$ cat src/rtl/text_console.sv
`default_nettype none
// ============================================================================
// Module   : text_console
// Purpose  : Byte-stream writer for text-mode RAM. Places coloured glyphs at a
//            hardware cursor, handles CR/LF/BS/FF, wraps lines and scrolls.
// Revision : 1.0 - initial release
// ============================================================================
module text_console #(
    parameter int WORD      = 32,
    parameter int BYTE_CNT  = 4,
    parameter int ADDRW     = 11,
    parameter int TEXT_HRES = 84,
    parameter int TEXT_VRES = 24
) (
    input  logic                clk_sys,
    input  logic                rst_sys_n,
    input  logic                ch_valid,
    output logic                ch_ready,
    input  logic [7:0]          ch_data,
    input  logic [7:0]          ch_colr,
    output logic [BYTE_CNT-1:0] tram_we,
    output logic [ADDRW-1:0]    tram_addr,
    output logic [WORD-1:0]     tram_din,
    output logic [ADDRW-1:0]    scroll_offs,
    output logic [ADDRW-1:0]    cur_col,
    output logic [ADDRW-1:0]    cur_row,
    output logic                busy
);

    localparam int              c_AW1       = ADDRW + 1;
    localparam logic [ADDRW:0]  c_DEPTH     = c_AW1'(TEXT_HRES * TEXT_VRES);
    localparam logic [ADDRW:0]  c_HRES      = c_AW1'(TEXT_HRES);
    localparam logic [ADDRW-1:0] c_LAST_COL  = ADDRW'(TEXT_HRES - 1);
    localparam logic [ADDRW-1:0] c_LAST_ROW  = ADDRW'(TEXT_VRES - 1);
    localparam logic [ADDRW-1:0] c_LAST_ADDR = ADDRW'(TEXT_HRES * TEXT_VRES - 1);

    typedef enum logic [1:0] {
        ST_IDLE     = 2'd0,
        ST_WRITE    = 2'd1,
        ST_CLR_LINE = 2'd2,
        ST_CLR_ALL  = 2'd3
    } state_t;

    state_t              r_state;
    logic [7:0]          r_data;
    logic [7:0]          r_colr;
    logic [BYTE_CNT-1:0] r_we;
    logic [ADDRW-1:0]    r_addr;
    logic [WORD-1:0]     r_din;
    logic [ADDRW-1:0]    r_scroll;
    logic [ADDRW-1:0]    r_col;
    logic [ADDRW-1:0]    r_row;
    logic [ADDRW-1:0]    r_cnt;

    logic [ADDRW:0]      w_scroll_sum;
    logic [ADDRW-1:0]    w_scroll_next;
    logic [ADDRW-1:0]    w_cell_addr;
    logic [ADDRW-1:0]    w_line_addr;
    logic [ADDRW-1:0]    w_addr_inc;
    logic                w_newline;

    // Worst-case operands (last row base + last col + max scroll) stay below
    // 2*DEPTH, so one conditional subtract yields the modulo.
    function automatic logic [ADDRW-1:0] cell_addr(input logic [ADDRW-1:0] base,
                                                   input logic [ADDRW-1:0] row,
                                                   input logic [ADDRW-1:0] col);
        logic [ADDRW:0] w_sum;
        w_sum = {1'b0, base} + ({1'b0, row} * c_HRES) + {1'b0, col};
        if (w_sum >= c_DEPTH)
            w_sum = w_sum - c_DEPTH;
        return w_sum[ADDRW-1:0];
    endfunction

    function automatic logic is_printable(input logic [7:0] code);
        return (code >= 8'h20) && (code != 8'h7F);
    endfunction

    function automatic logic [WORD-1:0] make_cell(input logic [7:0] colr,
                                                  input logic [7:0] code);
        return WORD'({colr, 16'h0000, code});
    endfunction

    always_comb begin
        w_scroll_sum  = {1'b0, r_scroll} + c_HRES;
        if (w_scroll_sum >= c_DEPTH)
            w_scroll_sum = w_scroll_sum - c_DEPTH;
        w_scroll_next = w_scroll_sum[ADDRW-1:0];
        w_cell_addr   = cell_addr(r_scroll, r_row, r_col);
        // The freshly exposed bottom line is addressed with the new offset.
        w_line_addr   = cell_addr(w_scroll_next, c_LAST_ROW, '0);
        w_addr_inc    = (r_addr == c_LAST_ADDR) ? '0 : r_addr + 1'b1;
        w_newline     = is_printable(r_data) ? (r_col == c_LAST_COL)
                                             : (r_data == 8'h0A);
    end

    always_ff @(posedge clk_sys or negedge rst_sys_n) begin
        if (!rst_sys_n) begin
            r_state  <= ST_IDLE;
            r_data   <= '0;
            r_colr   <= '0;
            r_we     <= '0;
            r_addr   <= '0;
            r_din    <= '0;
            r_scroll <= '0;
            r_col    <= '0;
            r_row    <= '0;
            r_cnt    <= '0;
        end else begin
            case (r_state)
                ST_IDLE: begin
                    if (ch_valid) begin
                        r_data <= ch_data;
                        r_colr <= ch_colr;
                        if (ch_data == 8'h0C) begin
                            r_state <= ST_CLR_ALL;
                            r_we    <= '1;
                            r_addr  <= '0;
                            r_din   <= make_cell(ch_colr, 8'h20);
                        end else begin
                            r_state <= ST_WRITE;
                            if (is_printable(ch_data)) begin
                                r_we   <= '1;
                                r_addr <= w_cell_addr;
                                r_din  <= make_cell(ch_colr, ch_data);
                            end
                        end
                    end
                end

                ST_WRITE: begin
                    r_we    <= '0;
                    r_state <= ST_IDLE;
                    if (is_printable(r_data)) begin
                        r_col <= (r_col == c_LAST_COL) ? '0 : r_col + 1'b1;
                    end else begin
                        case (r_data)
                            8'h0A, 8'h0D: r_col <= '0;
                            8'h08: if (r_col != '0) r_col <= r_col - 1'b1;
                            default: ;
                        endcase
                    end
                    if (w_newline) begin
                        if (r_row != c_LAST_ROW) begin
                            r_row <= r_row + 1'b1;
                        end else begin
                            r_scroll <= w_scroll_next;
                            r_state  <= ST_CLR_LINE;
                            r_cnt    <= '0;
                            r_we     <= '1;
                            r_addr   <= w_line_addr;
                            r_din    <= make_cell(r_colr, 8'h20);
                        end
                    end
                end

                ST_CLR_LINE: begin
                    if (r_cnt == c_LAST_COL) begin
                        r_we    <= '0;
                        r_state <= ST_IDLE;
                    end else begin
                        r_cnt  <= r_cnt + 1'b1;
                        r_addr <= w_addr_inc;
                    end
                end

                ST_CLR_ALL: begin
                    if (r_addr == c_LAST_ADDR) begin
                        r_we     <= '0;
                        r_scroll <= '0;
                        r_col    <= '0;
                        r_row    <= '0;
                        r_state  <= ST_IDLE;
                    end else begin
                        r_addr <= w_addr_inc;
                    end
                end

                default: r_state <= ST_IDLE;
            endcase
        end
    end

    assign ch_ready    = (r_state == ST_IDLE);
    assign busy        = (r_state != ST_IDLE);
    assign tram_we     = r_we;
    assign tram_addr   = r_addr;
    assign tram_din    = r_din;
    assign scroll_offs = r_scroll;
    assign cur_col     = r_col;
    assign cur_row     = r_row;

endmodule
`default_nettype wire

$ cat config.mk
export PLATFORM = sky130hd
export DESIGN_NAME = text_console
export DESIGN_NICKNAME = d
export VERILOG_FILES = /design/src/rtl/text_console.sv
export SDC_FILE = /design/constraint.sdc
export NUM_CORES = 1
export LEC_CHECK = 0
export CAP_MARGIN = 20
export CORE_MARGIN = 1.5
export CORE_UTILIZATION = 62
export CTS_BUF_LIST = sky130_fd_sc_hd__clkbuf_2 sky130_fd_sc_hd__clkbuf_4 sky130_fd_sc_hd__clkbuf_8
export CTS_CLUSTER_DIAMETER = 30
export DETAILED_ROUTE_END_ITERATION = 10
export GPL_TIMING_DRIVEN = 1
export PLACE_DENSITY_LB_ADDON = 0.08
export SLEW_MARGIN = 40
export SYNTH_ARGS = -nofsm -noshare
export SYNTH_HDL_FRONTEND = slang
export SYNTH_SLANG_ARGS = --single-unit
$ cat constraint.sdc
create_clock -name clk_sys -period 9.3 [get_ports clk_sys]
set_input_delay 0.93 -clock clk_sys [delete_from_list [all_inputs] [get_ports clk_sys]]
set_output_delay 0.93 -clock clk_sys [all_outputs]
set_load 0.02 [all_outputs]
==> metrics.txt, run 1 <==
# TYPE chip_impl_metric gauge
chip_impl_metric{name="floorplan.io_pins",unit=""} 101
chip_impl_metric{name="grt_pass1_vias",unit=""} 6309
chip_impl_metric{name="postSynth.asyncResetShare",unit="%"} 100
chip_impl_metric{name="hold-worst-slack",unit="ps"} 469
chip_impl_metric{name="place.detailed.hpwl",unit="mm"} 14.2
chip_impl_metric{name="area_growth_syn_to_layout",unit="%"} 14.5
chip_impl_metric{name="cts_hold_buffers",unit=""} 0
chip_impl_metric{name="ys.warnings.count",unit=""} 0
chip_impl_info{name="setup_repair_after_global_routing_missed_its_margin",value="false"} 1
chip_impl_metric{name="syn_inst",unit=""} 838
chip_impl_metric{name="layout_min_cycle_time",unit="ps"} 5190
chip_impl_metric{name="worst-path-max-fanout",unit=""} 8
chip_impl_metric{name="globalRouteTotalUtil",unit="%"} 32.8
chip_impl_metric{name="number_of_sinks_driven_by_the_clock_tree",unit=""} 88
chip_impl_metric{name="post-cts-setup-buffer-count",unit=""} 0
chip_impl_info{name="status",value="completed"} 1
chip_impl_metric{name="route.detailed.drc",unit=""} 0
chip_impl_metric{name="critical_path_required",unit="ps"} 9540
chip_impl_info{name="tritoncts",value="yes"} 1
chip_impl_metric{name="start_util",unit="%"} 64.1
chip_impl_metric{name="cp_slowest_stage_delay",unit="ps"} 490
chip_impl_metric{name="via_count",unit=""} 6712
chip_impl_metric{name="layout-drive-gt1-share",unit="%"} 5.18
chip_impl_metric{name="timing_worst_slew_pin_value",unit="ps"} 841
chip_impl_metric{name="tns",unit="ps"} 0
chip_impl_metric{name="fin_total_pwr",unit="mW"} 0.691
chip_impl_info{name="top_delay_family_on_crit_path",value="adder cells"} 1
chip_impl_info{name="worst_setup_path_end_kind",value="flop"} 1
chip_impl_metric{name="grt_first_pass_wirelength",unit="mm"} 30.6
chip_impl_metric{name="power.leakage",unit="nW"} 3.64
chip_impl_metric{name="fp-row-count",unit=""} 38
chip_impl_info{name="rr_startpoint",value="cur_row[4]$_DFFE_PN0P_"} 1
chip_impl_metric{name="power.density_cell_area",unit="nW/um2"} 85.6
chip_impl_metric{name="setup_viol_count_final",unit=""} 0
chip_impl_info{name="layout.cells.most_common_list",value="sky130_fd_sc_hd__nand2_1, sky130_fd_sc_hd__dfrtp_1, sky130_fd_sc_hd__clkdlybuf4s50_1"} 1
chip_impl_metric{name="rr_worst_depth",unit=""} 17
chip_impl_metric{name="relSlewSlack",unit="%"} 43.7
chip_impl_metric{name="seq_area_frac_synth",unit="%"} 31.3
chip_impl_metric{name="buffer_ports.inserted",unit=""} 82
chip_impl_metric{name="yosys_register_bits",unit=""} 88
chip_impl_info{name="cpMostUsedCell",value="sky130_fd_sc_hd__ha_1"} 1
chip_impl_metric{name="initial_antenna_violation_count",unit=""} 0
chip_impl_metric{name="antenna_violating_nets_post_route",unit=""} 0
chip_impl_metric{name="total_die_area",unit="um2"} 12000
chip_impl_metric{name="min_period_over_period",unit="%"} 55.8
chip_impl_info{name="r2r_end",value="tram_addr[5]$_DFFE_PN0P_"} 1
chip_impl_metric{name="grt_max_degree",unit=""} 60
chip_impl_metric{name="layout.nets",unit=""} 971
chip_impl_metric{name="post_cts.resized_instances",unit=""} 0
chip_impl_metric{name="cts-buffers-inserted",unit=""} 9
chip_impl_info{name="critical_path.slowest_cell",value="sky130_fd_sc_hd__dfrtp_1"} 1
chip_impl_metric{name="finalWirelength",unit="mm"} 19.1
chip_impl_metric{name="max_freq",unit="MHz"} 193
chip_impl_metric{name="routed_wire_length_per_instance",unit="um"} 18.3
chip_impl_metric{name="timing_max_transition_violations_final",unit=""} 0
chip_impl_metric{name="timing.critical_path.arrival",unit="ps"} 5430
chip_impl_metric{name="max_cap_violations",unit=""} 0
chip_impl_info{name="commonest_non_fill_non_tap_cell_in_the_layout",value="sky130_fd_sc_hd__nand2_1"} 1
chip_impl_metric{name="clock_skew",unit="ps"} 10.2
chip_impl_info{name="cts.root.buffer_cell",value="sky130_fd_sc_hd__clkbuf_8"} 1
chip_impl_metric{name="die_height",unit="um"} 110
chip_impl_metric{name="drtPass1Iterations",unit=""} 6
chip_impl_metric{name="clkSlewWorstSetupHoldPaths",unit="ps"} 100
chip_impl_metric{name="final-hold-violation-count",unit=""} 0
chip_impl_metric{name="post_synth.cell_area_avg",unit="um2"} 8.41
chip_impl_metric{name="post-route-util",unit="%"} 73.4
chip_impl_metric{name="critical_path.n_buffers_inverters",unit=""} 0
chip_impl_metric{name="routability_congestion_estimate_from_global_placement",unit=""} 0.971
chip_impl_info{name="timing.setup.critical_path_class",value="flop to flop"} 1
chip_impl_info{name="synth_flop_cell",value="sky130_fd_sc_hd__dfrtp_1"} 1
chip_impl_metric{name="drt_first_iter_violations",unit=""} 842
chip_impl_metric{name="max-vdd-ir-drop",unit="mV"} 0.115
chip_impl_metric{name="edff_count_synth",unit=""} 0
chip_impl_metric{name="worstSkewPairLatency",unit="ps"} 380
chip_impl_metric{name="globalRouteOverflowTotal",unit=""} 0
chip_impl_metric{name="route.detailed.vias_per_inst",unit=""} 6.40
chip_impl_metric{name="syn-cell-area",unit="um2"} 7050
chip_impl_metric{name="yosysUniqueCellTypes",unit=""} 87
chip_impl_info{name="worst_hold_path_type",value="primary input to async pin"} 1
chip_impl_metric{name="rrSetupSlack",unit="ps"} 4110
chip_impl_info{name="critical_path.startpoint_type",value="flop"} 1
chip_impl_metric{name="clockBufferDepth",unit=""} 2
chip_impl_metric{name="coreArea",unit="um2"} 11000
chip_impl_metric{name="antenna-diode-count",unit=""} 0
chip_impl_info{name="crit_chain",value="ha_1 -> ha_1 -> fa_1 -> ha_1 -> o21a_1 -> o31a_1 -> a21oi_1 -> fa_1 -> ha_1 -> nand2_1 -> o31ai_1 -> xnor2_1 -> a211oi_1 -> or3_1 -> a21oi_1 -> a221oi_1 -> o311ai_0"} 1
chip_impl_metric{name="htree_levels",unit=""} 3
chip_impl_metric{name="dieWidth",unit="um"} 110
kinds of logic (layout without fill, tap and decap cells):
| logic type | after synthesis | in the layout | share of synthesized area [%] |
|---|---|---|---|
| other | 1 | 19 | 0.0532 |
| AOI/OAI and AO/OA | 213 | 213 | 20.8 |
| xor gates and xnor gates | 44 | 44 | 5.47 |
| muxes | 16 | 16 | 2.38 |
| and+or+nand+nor | 329 | 329 | 23.2 |
| buffers and inverters | 98 | 150 | 6.68 |
| adders and majority gates | 49 | 49 | 10.1 |
| DFF | 88 | 88 | 31.3 |
worst register-to-register path, delay by kind of cell (launching register included):
kind	cells	cell delay (ps)
DFF	1	490
and+or+nand+nor	2	270
adders and majority gates	6	2290
AOI/OAI and AO/OA	8	1840
xor gates and xnor gates	1	160
cell type report:
class / instances / area (um2)
Fill cell: 840 / 2920
Timing Repair Buffer: 87 / 872
Clock inverter: 6 / 68.8
Sequential cell: 88 / 2200
Clock buffer: 10 / 131
Multi-Input combinational cell: 670 / 4440
Tap cell: 140 / 175
Inverter: 47 / 176
synthesized netlist by cell type (6+ instances only):
cell type                  number  share of area (%)
sky130_fd_sc_hd__dfrtp_1       88                 31
sky130_fd_sc_hd__a22o_1         7               0.87
sky130_fd_sc_hd__nor2_1        54                2.9
sky130_fd_sc_hd__o31ai_1        8               0.85
sky130_fd_sc_hd__xor2_1        20                2.5
sky130_fd_sc_hd__xnor2_1       24                3.0
sky130_fd_sc_hd__a31oi_1        6               0.53
sky130_fd_sc_hd__ha_1          36                6.4
sky130_fd_sc_hd__clkbuf_1      21                1.1
sky130_fd_sc_hd__buf_4         22                2.3
sky130_fd_sc_hd__and3_1        13                1.2
sky130_fd_sc_hd__o211ai_1      17                1.8
sky130_fd_sc_hd__nand2_1      121                6.4
sky130_fd_sc_hd__nand3_1       36                2.6
sky130_fd_sc_hd__mux2i_1       13                1.8
sky130_fd_sc_hd__nor2b_1        7               0.62
sky130_fd_sc_hd__o21ai_0       62                4.4
sky130_fd_sc_hd__nand2b_1       6               0.53
sky130_fd_sc_hd__inv_1         46                2.5
sky130_fd_sc_hd__a21o_1        10                1.1
sky130_fd_sc_hd__a21oi_1       35                2.5
sky130_fd_sc_hd__or3_1         10               0.89
sky130_fd_sc_hd__fa_1          13                3.7
sky130_fd_sc_hd__nand4_1       12                1.1
sky130_fd_sc_hd__nor3_1        17                1.2
sky130_fd_sc_hd__and2_1         6               0.53
sky130_fd_sc_hd__nor4_1        10               0.89
sky130_fd_sc_hd__or2_2          7               0.62
power breakdown:
group | internal, mW | leakage, nW | total [mW] | switching [mW]
clock | 0.129 | 0.100 | 0.281 | 0.152
combinational | 0.00906 | 2.34 | 0.0276 | 0.0186
sequential | 0.382 | 1.20 | 0.382 | 0
sequential cells by signal (all words and copies together) (netlist names):
signal       cells
cur_col         11
r_state          2
cur_row         11
r_colr           8
tram_addr       11
r_cnt           11
tram_din        16
tram_we          1
scroll_offs      9
r_data           8
worst max-delay path by stage:
stage,from,to,slack (ps),depth (start not counted)
finish,cur_row[4]$_DFFE_PN0P_,tram_addr[5]$_DFFE_PN0P_,4110,17
global placement,cur_row[1]$_DFFE_PN0P_,tram_addr[6]$_DFFE_PN0P_,4390,16
detailed placement,cur_row[1]$_DFFE_PN0P_,tram_addr[6]$_DFFE_PN0P_,4240,16
floorplan,cur_row[3]$_DFFE_PN0P_,tram_addr[6]$_DFFE_PN0P_,4510,16
CTS,cur_row[3]$_DFFE_PN0P_,tram_addr[6]$_DFFE_PN0P_,4210,16
global route,cur_row[3]$_DFFE_PN0P_,tram_addr[5]$_DFFE_PN0P_,3890,19
layer usage:
layer	track usage, %	vias up	share of wire (%)
li1	-	3107	-
met3	5.87	51	7.2
met2	54.1	314	48
met5	0	-	0
met4	13.3	0	2.5
met1	42.5	3240	43
per-stage QoR:
stage	setup slack [ps]	cell area, um2	cells
4_1_cts	4210	8040	1046
5_1_grt	3890	8070	1048
3_3_place_gp	4390	7840	1030
3_5_place_dp	4240	7840	1030
6_report	4110	8070	1048
2_1_floorplan	4510	7110	856
Note: power is estimated with default switching activity, not from simulation.
==> run 2: changes to the inputs <==
Settings changed: CORE_UTILIZATION 62 to 57.
Clock period 9.3 ns to 5.2 ns, I/O delays scaled along.
==> metrics.txt, run 2 (synthesis gave the netlist of run 1 again) <==
# TYPE chip_impl_metric gauge
chip_impl_info{name="status",value="completed"} 1
chip_impl_metric{name="final-hold-violation-count",unit=""} 0
chip_impl_info{name="worst_setup_path_end_kind",value="flop"} 1
chip_impl_metric{name="via_count",unit=""} 6597
chip_impl_metric{name="timing_worst_slew_pin_value",unit="ps"} 808
chip_impl_metric{name="critical_path_required",unit="ps"} 5460
chip_impl_metric{name="layout-drive-gt1-share",unit="%"} 5.82
chip_impl_metric{name="clkSlewWorstSetupHoldPaths",unit="ps"} 100
chip_impl_metric{name="max_cap_violations",unit=""} 0
chip_impl_metric{name="htree_levels",unit=""} 3
chip_impl_metric{name="preCtsSetupSlack",unit="ps"} 144
chip_impl_metric{name="min_period_over_period",unit="%"} 96.7
chip_impl_metric{name="grt_pass1_vias",unit=""} 6415
chip_impl_metric{name="layout_min_cycle_time",unit="ps"} 5030
chip_impl_info{name="worst_hold_path_type",value="primary input to async pin"} 1
chip_impl_metric{name="fin_total_pwr",unit="mW"} 1.20
chip_impl_info{name="timing.setup.critical_path_class",value="flop to flop"} 1
chip_impl_metric{name="largest_reg_flops",unit=""} 16
chip_impl_metric{name="layout.cells.non_filler",unit=""} 1057
chip_impl_metric{name="die_height",unit="um"} 114
chip_impl_info{name="layout.cells.most_common_list",value="sky130_fd_sc_hd__nand2_1, sky130_fd_sc_hd__dfrtp_1, sky130_fd_sc_hd__clkdlybuf4s50_1"} 1
chip_impl_metric{name="floorplan.io_pins",unit=""} 101
chip_impl_metric{name="buffer_ports.inserted",unit=""} 82
chip_impl_metric{name="drt_first_iter_violations",unit=""} 711
chip_impl_metric{name="finish.instance_area",unit="um2"} 8090
chip_impl_metric{name="antenna_violating_nets_post_route",unit=""} 0
chip_impl_info{name="tritoncts",value="yes"} 1
chip_impl_metric{name="cts_hold_buffers",unit=""} 0
chip_impl_metric{name="relSlewSlack",unit="%"} 45.6
chip_impl_metric{name="max-vdd-ir-drop",unit="mV"} 0.157
chip_impl_metric{name="grt_first_pass_wirelength",unit="mm"} 31.2
chip_impl_metric{name="post-cts-setup-buffer-count",unit=""} 0
chip_impl_metric{name="fp-row-count",unit=""} 40
chip_impl_metric{name="number_of_sinks_driven_by_the_clock_tree",unit=""} 88
chip_impl_metric{name="max_freq",unit="MHz"} 199
chip_impl_metric{name="cts-buffers-inserted",unit=""} 9
chip_impl_metric{name="timing_max_transition_violations_final",unit=""} 0
chip_impl_info{name="cpMostUsedCell",value="sky130_fd_sc_hd__ha_1"} 1
chip_impl_metric{name="clockBufferDepth",unit=""} 2
chip_impl_metric{name="total_die_area",unit="um2"} 13000
chip_impl_metric{name="cp_slowest_stage_delay",unit="ps"} 470
chip_impl_metric{name="grt_max_degree",unit=""} 61
chip_impl_metric{name="place.detailed.hpwl",unit="mm"} 14.2
chip_impl_metric{name="dieWidth",unit="um"} 114
chip_impl_metric{name="post-route-util",unit="%"} 67.4
chip_impl_info{name="critical_path.startpoint_type",value="flop"} 1
chip_impl_metric{name="globalRouteTotalUtil",unit="%"} 29.9
chip_impl_metric{name="initial_antenna_violation_count",unit=""} 0
chip_impl_metric{name="rr_worst_depth",unit=""} 16
chip_impl_metric{name="route.detailed.vias_per_inst",unit=""} 6.24
chip_impl_metric{name="start_util",unit="%"} 58.7
chip_impl_metric{name="antenna-diode-count",unit=""} 0
chip_impl_metric{name="finalWirelength",unit="mm"} 18.9
chip_impl_metric{name="power.density_cell_area",unit="nW/um2"} 149
chip_impl_metric{name="timing.critical_path.arrival",unit="ps"} 5290
chip_impl_metric{name="setup_viol_count_final",unit=""} 0
chip_impl_metric{name="routability_congestion_estimate_from_global_placement",unit=""} 0.942
chip_impl_info{name="commonest_non_fill_non_tap_cell_in_the_layout",value="sky130_fd_sc_hd__nand2_1"} 1
chip_impl_metric{name="power.leakage",unit="nW"} 3.64
chip_impl_info{name="crit_chain",value="ha_1 -> ha_1 -> ha_1 -> ha_1 -> xnor2_1 -> fa_1 -> ha_2 -> or2_2 -> a211o_1 -> a21oi_1 -> o21ai_0 -> and3_1 -> nor3_4 -> mux2i_1 -> o31ai_1 -> a311o_1"} 1
chip_impl_metric{name="route.detailed.drc",unit=""} 0
chip_impl_metric{name="globalRouteOverflowTotal",unit=""} 0
chip_impl_metric{name="post_cts.resized_instances",unit=""} 0
chip_impl_metric{name="timing.final.ws_setup",unit="ps"} 173
chip_impl_metric{name="dp.cells",unit=""} 1040
chip_impl_metric{name="routed_wire_length_per_instance",unit="um"} 17.8
chip_impl_metric{name="coreArea",unit="um2"} 12000
chip_impl_metric{name="worstSkewPairLatency",unit="ps"} 380
chip_impl_metric{name="layout.nets",unit=""} 973
chip_impl_metric{name="drtPass1Iterations",unit=""} 5
chip_impl_metric{name="worst-path-max-fanout",unit=""} 8
chip_impl_metric{name="clock_skew",unit="ps"} 11.5
chip_impl_info{name="critical_path.slowest_cell",value="sky130_fd_sc_hd__dfrtp_1"} 1
chip_impl_info{name="cts.root.buffer_cell",value="sky130_fd_sc_hd__clkbuf_8"} 1
chip_impl_metric{name="postPlaceCellArea",unit="um2"} 7870
chip_impl_metric{name="area_growth_syn_to_layout",unit="%"} 14.9
[run 2: path summary, 6_finish.rpt]
path | slack, ps | start | endpoint
min | 40 | rst_sys_n | r_cnt[10]$_DFFE_PN0P_
min in group clk_sys | 490 | r_colr[7]$_DFFE_PN0P_ | r_colr[7]$_DFFE_PN0P_
min reg2reg | 490 | r_colr[7]$_DFFE_PN0P_ | r_colr[7]$_DFFE_PN0P_
max | 170 | cur_row[3]$_DFFE_PN0P_ | tram_addr[6]$_DFFE_PN0P_
max reg2reg | 170 | cur_row[3]$_DFFE_PN0P_ | tram_addr[6]$_DFFE_PN0P_
max in group asynchronous | 4280 | rst_sys_n | cur_col[3]$_DFFE_PN0P_
[run 2: area by class of cell]
type | count | area (um2)
multi-input combinational | 670 | 4470
fill | 996 | 3920
sequential | 88 | 2200
timing repair buffer | 89 | 876
tap | 147 | 184
inverter | 47 | 176
clock buffer | 11 | 151
clock inverter | 5 | 37.5
[run 2: through the flow]
| step | hold WS (ps) | setup TNS, ps |
|---|---|---|
| 6_report | 40.0 | 0 |
| 5_1_grt | 63.7 | -27.2 |
| 4_1_cts | 47.6 | 0 |
| 3_5_place_dp | 467 | 0 |
| 3_3_place_gp | 457 | 0 |
| 2_1_floorplan | 224 | 0 |
[run 2: worst max-delay path, delay by kind of cell (launching register included)]
kind / cells / cell delay [ps]
muxes: 1 / 230
and+or+nand+nor: 3 / 880
xor gates and xnor gates: 1 / 200
adders and majority gates: 6 / 1920
DFF: 1 / 470
AOI/OAI and AO/OA: 5 / 1190
[run 2: power breakdown]
part / leakage [nW] / total (mW) / switching, mW / internal, mW
clock: 0.0924 / 0.472 / 0.270 / 0.202
combinational: 2.35 / 0.0476 / 0.0327 / 0.0149
sequential: 1.20 / 0.684 / 0 / 0.684
total: 3.64 / 1.20 / 0.302 / 0.901
[run 2: layer usage]
layer	wire (um)	up-vias	global-route usage [%]	share of wire, %
met5	0	-	0	0
met4	350	0	10.8	1.9
met3	1100	32	4.87	5.8
met2	9140	255	50.0	49
met1	8260	3195	39.4	44
li1	-	3115	-	-
